## src/rtl/flag_ctrl4_pkg.sv

```systemverilog
// Shared flag layout, condition-code encoding and condition evaluator
// for the flag controller and its save stack.
package flag_ctrl4_pkg;

    typedef struct packed {
        logic n;
        logic z;
        logic c;
        logic v;
    } flags_t;

    localparam logic [3:0] COND_EQ = 4'h0;
    localparam logic [3:0] COND_NE = 4'h1;
    localparam logic [3:0] COND_CS = 4'h2;
    localparam logic [3:0] COND_CC = 4'h3;
    localparam logic [3:0] COND_MI = 4'h4;
    localparam logic [3:0] COND_PL = 4'h5;
    localparam logic [3:0] COND_VS = 4'h6;
    localparam logic [3:0] COND_VC = 4'h7;
    localparam logic [3:0] COND_HI = 4'h8;
    localparam logic [3:0] COND_LS = 4'h9;
    localparam logic [3:0] COND_GE = 4'hA;
    localparam logic [3:0] COND_LT = 4'hB;
    localparam logic [3:0] COND_GT = 4'hC;
    localparam logic [3:0] COND_LE = 4'hD;
    localparam logic [3:0] COND_AL = 4'hE;
    localparam logic [3:0] COND_NV = 4'hF;

    function automatic logic cond_eval(input logic [3:0] cond, input flags_t f);
        logic res;
        res = 1'b0;
        case (cond)
            COND_EQ: res = f.z;
            COND_NE: res = ~f.z;
            COND_CS: res = f.c;
            COND_CC: res = ~f.c;
            COND_MI: res = f.n;
            COND_PL: res = ~f.n;
            COND_VS: res = f.v;
            COND_VC: res = ~f.v;
            COND_HI: res = f.c & ~f.z;
            COND_LS: res = ~f.c | f.z;
            COND_GE: res = (f.n == f.v);
            COND_LT: res = (f.n != f.v);
            COND_GT: res = ~f.z & (f.n == f.v);
            COND_LE: res = f.z | (f.n != f.v);
            COND_AL: res = 1'b1;
            default: res = 1'b0;
        endcase
        return res;
    endfunction

endpackage

```

## src/rtl/flag_stack4.sv

```systemverilog
// LIFO save stack for flag values. The caller supplies already-qualified
// push/pop strobes; storage is not reset and is only read after a push.
module flag_stack4
    import flag_ctrl4_pkg::*;
#(
    parameter int unsigned DEPTH = 4
) (
    input  logic   clk,
    input  logic   reset,
    input  logic   push_i,
    input  logic   pop_i,
    input  flags_t wdata_i,
    output flags_t rdata_o,
    output logic   full_o,
    output logic   empty_o
);

    localparam int unsigned AW  = $clog2(DEPTH);
    localparam int unsigned SpW = AW + 1;
    localparam logic [SpW-1:0] SpOne  = 1;
    localparam logic [AW-1:0]  IdxOne = 1;

    logic [SpW-1:0] sp_q, sp_d;
    logic [AW-1:0]  rd_idx;
    flags_t         mem_q [DEPTH];

    always_comb begin
        sp_d = sp_q;
        if (push_i) begin
            sp_d = sp_q + SpOne;
        end else if (pop_i) begin
            sp_d = sp_q - SpOne;
        end
    end

    always_ff @(posedge clk or posedge reset) begin
        if (reset) begin
            sp_q <= '0;
        end else begin
            sp_q <= sp_d;
        end
    end

    always_ff @(posedge clk) begin
        if (push_i) begin
            mem_q[sp_q[AW-1:0]] <= wdata_i;
        end
    end

    // Low bits wrap correctly at sp==DEPTH, giving entry DEPTH-1.
    assign rd_idx  = sp_q[AW-1:0] - IdxOne;
    assign rdata_o = mem_q[rd_idx];
    assign full_o  = (sp_q == SpW'(DEPTH));
    assign empty_o = (sp_q == '0);

endmodule

```

## src/rtl/flag_ctrl4.sv

```systemverilog
// Flag register with condition evaluator and a save/restore stack.
// Condition results are registered against the pre-edge flag value.
module flag_ctrl4
    import flag_ctrl4_pkg::*;
#(
    parameter int unsigned DEPTH = 4
) (
    input  logic       clk,
    input  logic       reset,
    input  logic       flag_we,
    input  logic       c_in,
    input  logic       n_in,
    input  logic       z_in,
    input  logic       v_in,
    input  logic       push,
    input  logic       pop,
    input  logic       cond_req,
    input  logic [3:0] cond,
    output logic       c,
    output logic       n,
    output logic       z,
    output logic       v,
    output logic       taken,
    output logic       taken_valid,
    output logic       full,
    output logic       empty,
    output logic       err
);

    flags_t flags_q, flags_d, flags_in, stack_top;
    logic   taken_q, taken_d;
    logic   taken_valid_q;
    logic   err_q, err_d;
    logic   push_ok, pop_ok, bad_op;

    assign flags_in = '{n: n_in, z: z_in, c: c_in, v: v_in};

    // Simultaneous push+pop cancels out and is not an error.
    assign push_ok = push & ~pop & ~full;
    assign pop_ok  = pop & ~push & ~empty;
    assign bad_op  = (push & ~pop & full) | (pop & ~push & empty);

    flag_stack4 #(
        .DEPTH (DEPTH)
    ) u_stack (
        .clk     (clk),
        .reset   (reset),
        .push_i  (push_ok),
        .pop_i   (pop_ok),
        .wdata_i (flags_q),
        .rdata_o (stack_top),
        .full_o  (full),
        .empty_o (empty)
    );

    always_comb begin
        flags_d = flags_q;
        taken_d = taken_q;
        err_d   = err_q | bad_op;
        if (pop_ok) begin
            flags_d = stack_top;
        end else if (flag_we) begin
            flags_d = flags_in;
        end
        if (cond_req) begin
            taken_d = cond_eval(cond, flags_q);
        end
    end

    always_ff @(posedge clk or posedge reset) begin
        if (reset) begin
            flags_q       <= '0;
            taken_q       <= 1'b0;
            taken_valid_q <= 1'b0;
            err_q         <= 1'b0;
        end else begin
            flags_q       <= flags_d;
            taken_q       <= taken_d;
            taken_valid_q <= cond_req;
            err_q         <= err_d;
        end
    end

    assign n           = flags_q.n;
    assign z           = flags_q.z;
    assign c           = flags_q.c;
    assign v           = flags_q.v;
    assign taken       = taken_q;
    assign taken_valid = taken_valid_q;
    assign err         = err_q;

endmodule

```

## config.mk

```make
export PLATFORM = sky130hd
export DESIGN_NAME = flag_ctrl4
export DESIGN_NICKNAME = d
export VERILOG_FILES = /design/src/rtl/flag_ctrl4_pkg.sv /design/src/rtl/flag_stack4.sv /design/src/rtl/flag_ctrl4.sv
export SDC_FILE = /design/constraint.sdc
export NUM_CORES = 1
export LEC_CHECK = 0
export ABC_AREA = 0
export CAP_MARGIN = 30
export CORE_ASPECT_RATIO = 1.5
export CORE_MARGIN = 3
export CORE_UTILIZATION = 55
export CTS_CLUSTER_DIAMETER = 80
export DETAILED_ROUTE_END_ITERATION = 8
export GPL_TIMING_DRIVEN = 0
export PLACE_DENSITY_LB_ADDON = 0.05
export SYNTH_ARGS = -nofsm -noshare
export SYNTH_HDL_FRONTEND = slang
export SYNTH_HIERARCHICAL = 1
export SYNTH_SLANG_ARGS = --single-unit
```

## constraint.sdc

```tcl
create_clock -name clk -period 5.2 [get_ports clk]
set_clock_uncertainty 0.2 [all_clocks]
set_input_delay 0.78 -clock clk [delete_from_list [all_inputs] [get_ports clk]]
set_output_delay 0.78 -clock clk [all_outputs]
set_load 0.05 [all_outputs]
```

# Word-level counts from Yosys, hierarchy flattened
# Memory sizes are Yosys's and may differ from the RTL's.
# Cells that the tools add are included.
[word_totals]
ff_bits = 10
out_inout_bits = 9
n_memories = 1
word_cells = 60
ram_bits = 16
in_bits = 14
[classes]
n_bitwise = 20
reduce_logical = 4
addsub = 3
mux = 7
n_eq_ne = 17
[mem_list]
columns = ["name", "depth", "word_bits", "rd", "rd_clocked_by_memory_dff", "write_ports", "line", "source"]
rows = [
  ["u_stack.mem_q", 4, 4, 1, 0, 1, "flag_stack4.sv:25", "flags_t mem_q [DEPTH];"],
]
[op_table]
columns = ["operator", "count"]
rows = [
  ["$eq 4x4->1 const B", 7],
  ["$eq 4x3->1 const B", 4],
  ["$pmux 1 s15", 1],
  ["$and 1x1->1", 8],
  ["$eq 4x2->1 const B", 2],
  ["$mux 4", 2],
  ["$not 1->1", 8],
  ["$mux 3", 2],
  ["$eq 4x1->1 const B", 1],
  ["$logic_not 4->1", 1],
  ["$or 1x1->1", 4],
  ["$reduce_bool 2->1", 2],
  ["$add 3x1->3 const B", 1],
  ["$eq 3x3->1 const B", 1],
  ["$logic_not 3->1", 1],
  ["$sub 3x1->3 const B", 1],
  ["$mux 1", 2],
  ["$sub 2x1->2 const B", 1],
  ["$eq 1x1->1", 1],
  ["$ne 1x1->1", 1],
]

# Depth between registers and ports, before layout
[depth]
depth_word = 5
mapped_depth = 10

# Hierarchy
# The synthesis kept the hierarchy.
[modules_own_cells]
columns = ["mod", "cells_per_inst", "instances", "seq_area_each_um2", "area_per_inst_um2"]
rows = [
  ["flag_stack4", 45, 1, 555.5, 824.5],
  ["flag_ctrl4", 50, 1, 175.2, 464.2],
]

# Worst setup path before layout
# No wires, ideal clock.
[synth_path]
path_type = "register to register"
from = "register u_stack.sp_q[0]"
to = "register u_stack.sp_q[2]"
period_less_slack_ns = 2.941
stages_incl_launch_ff = 11
path_slack_ns = 2.259
setup_time_ns = 0.123
arrival_time_ns = 2.619
required_time_ns = 4.877
cell_sequence = "dfrtp_1 > buf_6 > inv_1 > ha_1 > and2_1 > nor3b_1 > inv_1 > fa_1 > nor3b_1 > a21oi_1 > xnor2_1"
[synth_via]
elab_chain_cells = 4
[synth_rtl]
columns = ["item", "line", "source"]
rows = [
  ["from (decl)", "flag_stack4.sv:23", "logic [SpW-1:0] sp_q, sp_d;"],
  ["from (signal assigned)", "flag_stack4.sv:40", "sp_q <= sp_d;"],
  ["$eq 3x3->1 (*)", "flag_stack4.sv:53", "assign full_o = (sp_q == SpW'(DEPTH));"],
  ["named net full", "flag_ctrl4.sv:25", "output logic full,"],
  ["$not 1->1 (*)", "flag_ctrl4.sv:39", "assign push_ok = push & ~pop & ~full;"],
  ["$and 1x1->1 (*)", "flag_ctrl4.sv:39", ""],
  ["named net push_ok", "flag_ctrl4.sv:34", "logic push_ok, pop_ok, bad_op;"],
  ["$mux 3 or $reduce_bool 2->1 (tied branches)", "n/a", ""],
]
# Mark *: on every way through the listed nets, which the timed path passes. The rest lies on a longest branch. The select of a mux whose other input is x is not followed.
# A chain may end at the register's enable or synchronous reset.

# Worst setup path after layout
[layout_path]
from = "register u_stack.sp_q[0]"
to = "output port empty"
[layout_via]
elab_chain_cells = 1
[layout_rtl]
columns = ["item", "line", "source"]
rows = [
  ["$logic_not 3->1", "flag_stack4.sv:54", "assign empty_o = (sp_q == '0);"],
  ["to (decl)", "flag_ctrl4.sv:26", "output logic empty,"],
]
# No other way between the ends.

==> summary.json <==
{
  "status": {"value": "completed"},
  "worst_setup_path_start_kind": {"value": "flop"},
  "pin_count": {"value": 23},
  "gp_routability_congestion": {"value": 0.7641},
  "syn_nets": {"value": 114},
  "worst-endpoint-arrival": {"value": 2.31, "unit": "ns"},
  "crit_chain": {"value": "buf_6 > inv_1 > ha_1 > nor2b_1 > clkdlybuf4s50_1"},
  "first_global_vias": {"value": 850},
  "initial_cell_density_of_the_core": {"value": 60.59, "unit": "%"},
  "largest_register_ffs": {"value": 16},
  "fp.dieW": {"value": 45.53, "unit": "um"},
  "crit_fanout": {"value": 6},
  "synth.avg_cell_area": {"value": 13.57, "unit": "um2"},
  "min_period": {"value": 3.289, "unit": "ns"},
  "postCtsResizedCells": {"value": 0},
  "area_growth_syn_to_layout": {"value": 21.75, "unit": "%"},
  "ys_seq_area_share": {"value": 56.70, "unit": "%"},
  "antenna_found_initial": {"value": 0},
  "total_power_consumption": {"value": 853.0, "unit": "uW"},
  "cellLeakagePower": {"value": 0.6001, "unit": "nW"},
  "crit_type": {"value": "reg2out"},
  "grt.overflow.total": {"value": 0},
  "tightest_slew": {"value": 0.7621, "unit": "ns"},
  "postSynthRegisterBits": {"value": 26},
  "timing.hold.worst.class": {"value": "reg2reg"},
  "antenna_cells": {"value": 0},
  "ys_warn_count": {"value": 6},
  "max_freq": {"value": 0.3040, "unit": "GHz"},
  "die_y": {"value": 65.29, "unit": "um"},
  "netlist_area": {"value": 0.001289, "unit": "mm2"},
  "slew-limit-headroom": {"value": 49.09, "unit": "%"},
  "p_per_area": {"value": 543.7, "unit": "mW/mm2"},
  "totalWireLength": {"value": 2378, "unit": "um"},
  "placement_rows": {"value": 20},
  "worstSkewPairLatency": {"value": 0.32, "unit": "ns"},
  "critPathRequiredTime": {"value": 4.22, "unit": "ns"},
  "final.setup.worst_slack": {"value": 1.911, "unit": "ns"},
  "hold_violations": {"value": 0},
  "netlist_instances": {"value": 95},
  "placeableCoreArea": {"value": 0.002127, "unit": "mm2"},
  "ys_types": {"value": 30},
  "drv_slew": {"value": 0},
  "dr.pass1.iters": {"value": 4},
  "end_kind": {"value": "output port"},
  "cts_hold_buffers": {"value": 0},
  "tritoncts.num_buffers": {"value": 3},
  "grt_first_pass_wirelength": {"value": 3905, "unit": "um"},
  "route.detailed.wl_per_inst": {"value": 16.87, "unit": "um"},
  "postPlaceCellArea": {"value": 0.001516, "unit": "mm2"},
  "fin_hold_ws": {"value": 0.3038, "unit": "ns"},
  "cts.sink_count": {"value": 26},
  "drc": {"value": 0},
  "total_neg_setup_slack": {"value": 0, "unit": "ns"},
  "timing.final.setup_violations": {"value": 0},
  "layout-drive-gt1-share": {"value": 10.08, "unit": "%"},
  "final_antenna_net_count": {"value": 0},
  "layout.cell_area.non_filler": {"value": 0.001569, "unit": "mm2"},
  "worst-path-buf-inv": {"value": 3},
  "post-dp-hpwl": {"value": 1814, "unit": "um"},
  "post-cts-setup-buffer-count": {"value": 0},
  "port_buffers": {"value": 20},
  "worst_setup_hold_path_clk_slew": {"value": 0.14, "unit": "ns"},
  "grt_start_max_net_pins": {"value": 16},
  "nNetsFinal": {"value": 139},
  "via_count": {"value": 827},
  "worst_path_largest_cell_delay": {"value": 0.84, "unit": "ns"},
  "die-area": {"value": 0.002972, "unit": "mm2"},
  "htree_num_levels": {"value": 1},
  "dp_worst_setup_slack": {"value": 1.826, "unit": "ns"},
  "vdd_ir_drop_max": {"value": 0.0003758, "unit": "V"},
  "viasPerCell": {"value": 5.865},
  "max_cap_violations": {"value": 0},
  "rsz0062_at_grt": {"value": "false"},
  "critical-path-top-delay-family": {"value": "buffers and inverters"},
  "tritoncts_clock_tree": {"value": "done"},
  "track_usage": {"value": 18.88, "unit": "%"},
  "critical-path-slowest-cell": {"value": "clkdlybuf4s50_1"},
  "max-clock-path-buffers": {"value": 2},
  "layout_common_cells": {"value": "20 x clkdlybuf4s50_1, 16 x edfxtp_1, 10 x dfrtp_1"},
  "period_utilization_post_route": {"value": 63.25, "unit": "%"},
  "cell_at_the_root_of_the_clock_tree": {"value": "clkbuf_4"},
  "drtIter0Drc": {"value": 15},
  "mostFrequentLayoutCell": {"value": "clkdlybuf4s50_1"}
}
through the flow:
step           util, %  std cells
2_1_floorplan        -         95
6_report         73.76        141
3_5_place_dp     71.29        137
3_3_place_gp     71.29        137
5_1_grt          73.76        141
4_1_cts          73.76        141
layer usage:
layer / wire length [um] / vias to the layer above / share of wire (%) / global-route usage (%)
li1: - / 393 / - / -
met1: 970 / 412 / 41 / 21.26
met2: 1279 / 18 / 54 / 32.52
met3: 82 / 4 / 3.4 / 3.288
met4: 45 / 0 / 1.9 / 9.524
met5: 0 / - / 0 / 0
final cells by class:
cell class	instances	area, um2
Timing Repair Buffer	20	200.2
Fill cell	148	558.0
Clock buffer	3	22.52
Clock inverter	1	30.03
Inverter	6	22.52
Tap cell	22	27.53
Sequential cell	26	730.7
Multi-Input combinational cell	60	515.5
Buffer	3	20.02
final timing paths:
kind	start	endpoint	slack, ns	depth (start not counted)
max	u_stack/sp_q[0]	empty	1.91	5
min	err	err	0.30	1
max reg2reg	u_stack/sp_q[0]	u_stack/sp_q[2]	2.09	10
min reg2reg	err	err	0.30	1
max in group asynchronous	reset	err	4.08	2
min in group asynchronous	reset	u_stack/sp_q[2]	0.45	2
synth_stat cells:
library cell  number  area, um2
a21oi_1            1      5.000
nand4_1            1      6.260
ha_1               4      50.05
nor3b_1            3      22.52
nor2_1             4      15.01
o21ai_0            4      20.02
mux2i_1            6      60.06
and2_1             5      31.28
inv_1              6      22.52
buf_1              1      3.750
mux4_2             4      90.09
xor2_1             2      17.52
nand2b_1           2      12.51
nor3_2             1      10.01
a311o_1            1      10.01
dfrtp_1           10      250.2
edfxtp_1          16      480.5
nor2b_1            1      6.260
o31ai_1            1      7.510
o221ai_1           1      8.760
fa_1               1      20.02
buf_2              1      5.000
or4_1              1      7.510
xnor2_1            5      43.79
mux2_2             1      11.26
nand2_1            7      26.28
buf_6              1      11.26
a311oi_1           1      8.760
nand3b_1           1      7.510
a2bb2oi_1          2      17.52
cell families (layout without fill, tap and decap cells):
group                      after synthesis  after routing  synth area share (%)
AOI/OAI and AO/OA                       11             11                 6.020
xor gates and xnor gates                 7              7                 4.757
adders and majority gates                5              5                 5.437
buffers and inverters                    9             33                 3.300
DFF                                     26             26                 56.70
muxes                                   11             11                 12.52
and+or+nand+nor                         26             26                 11.26
power by group:
group          total [mW]  internal, mW  leakage [nW]  switching, mW
registers           0.338         0.282         0.263         0.0564
logic               0.376         0.168         0.310          0.208
clock network       0.139        0.0780        0.0279         0.0610
No activity file was read; power rests on OpenSTA's default activity.
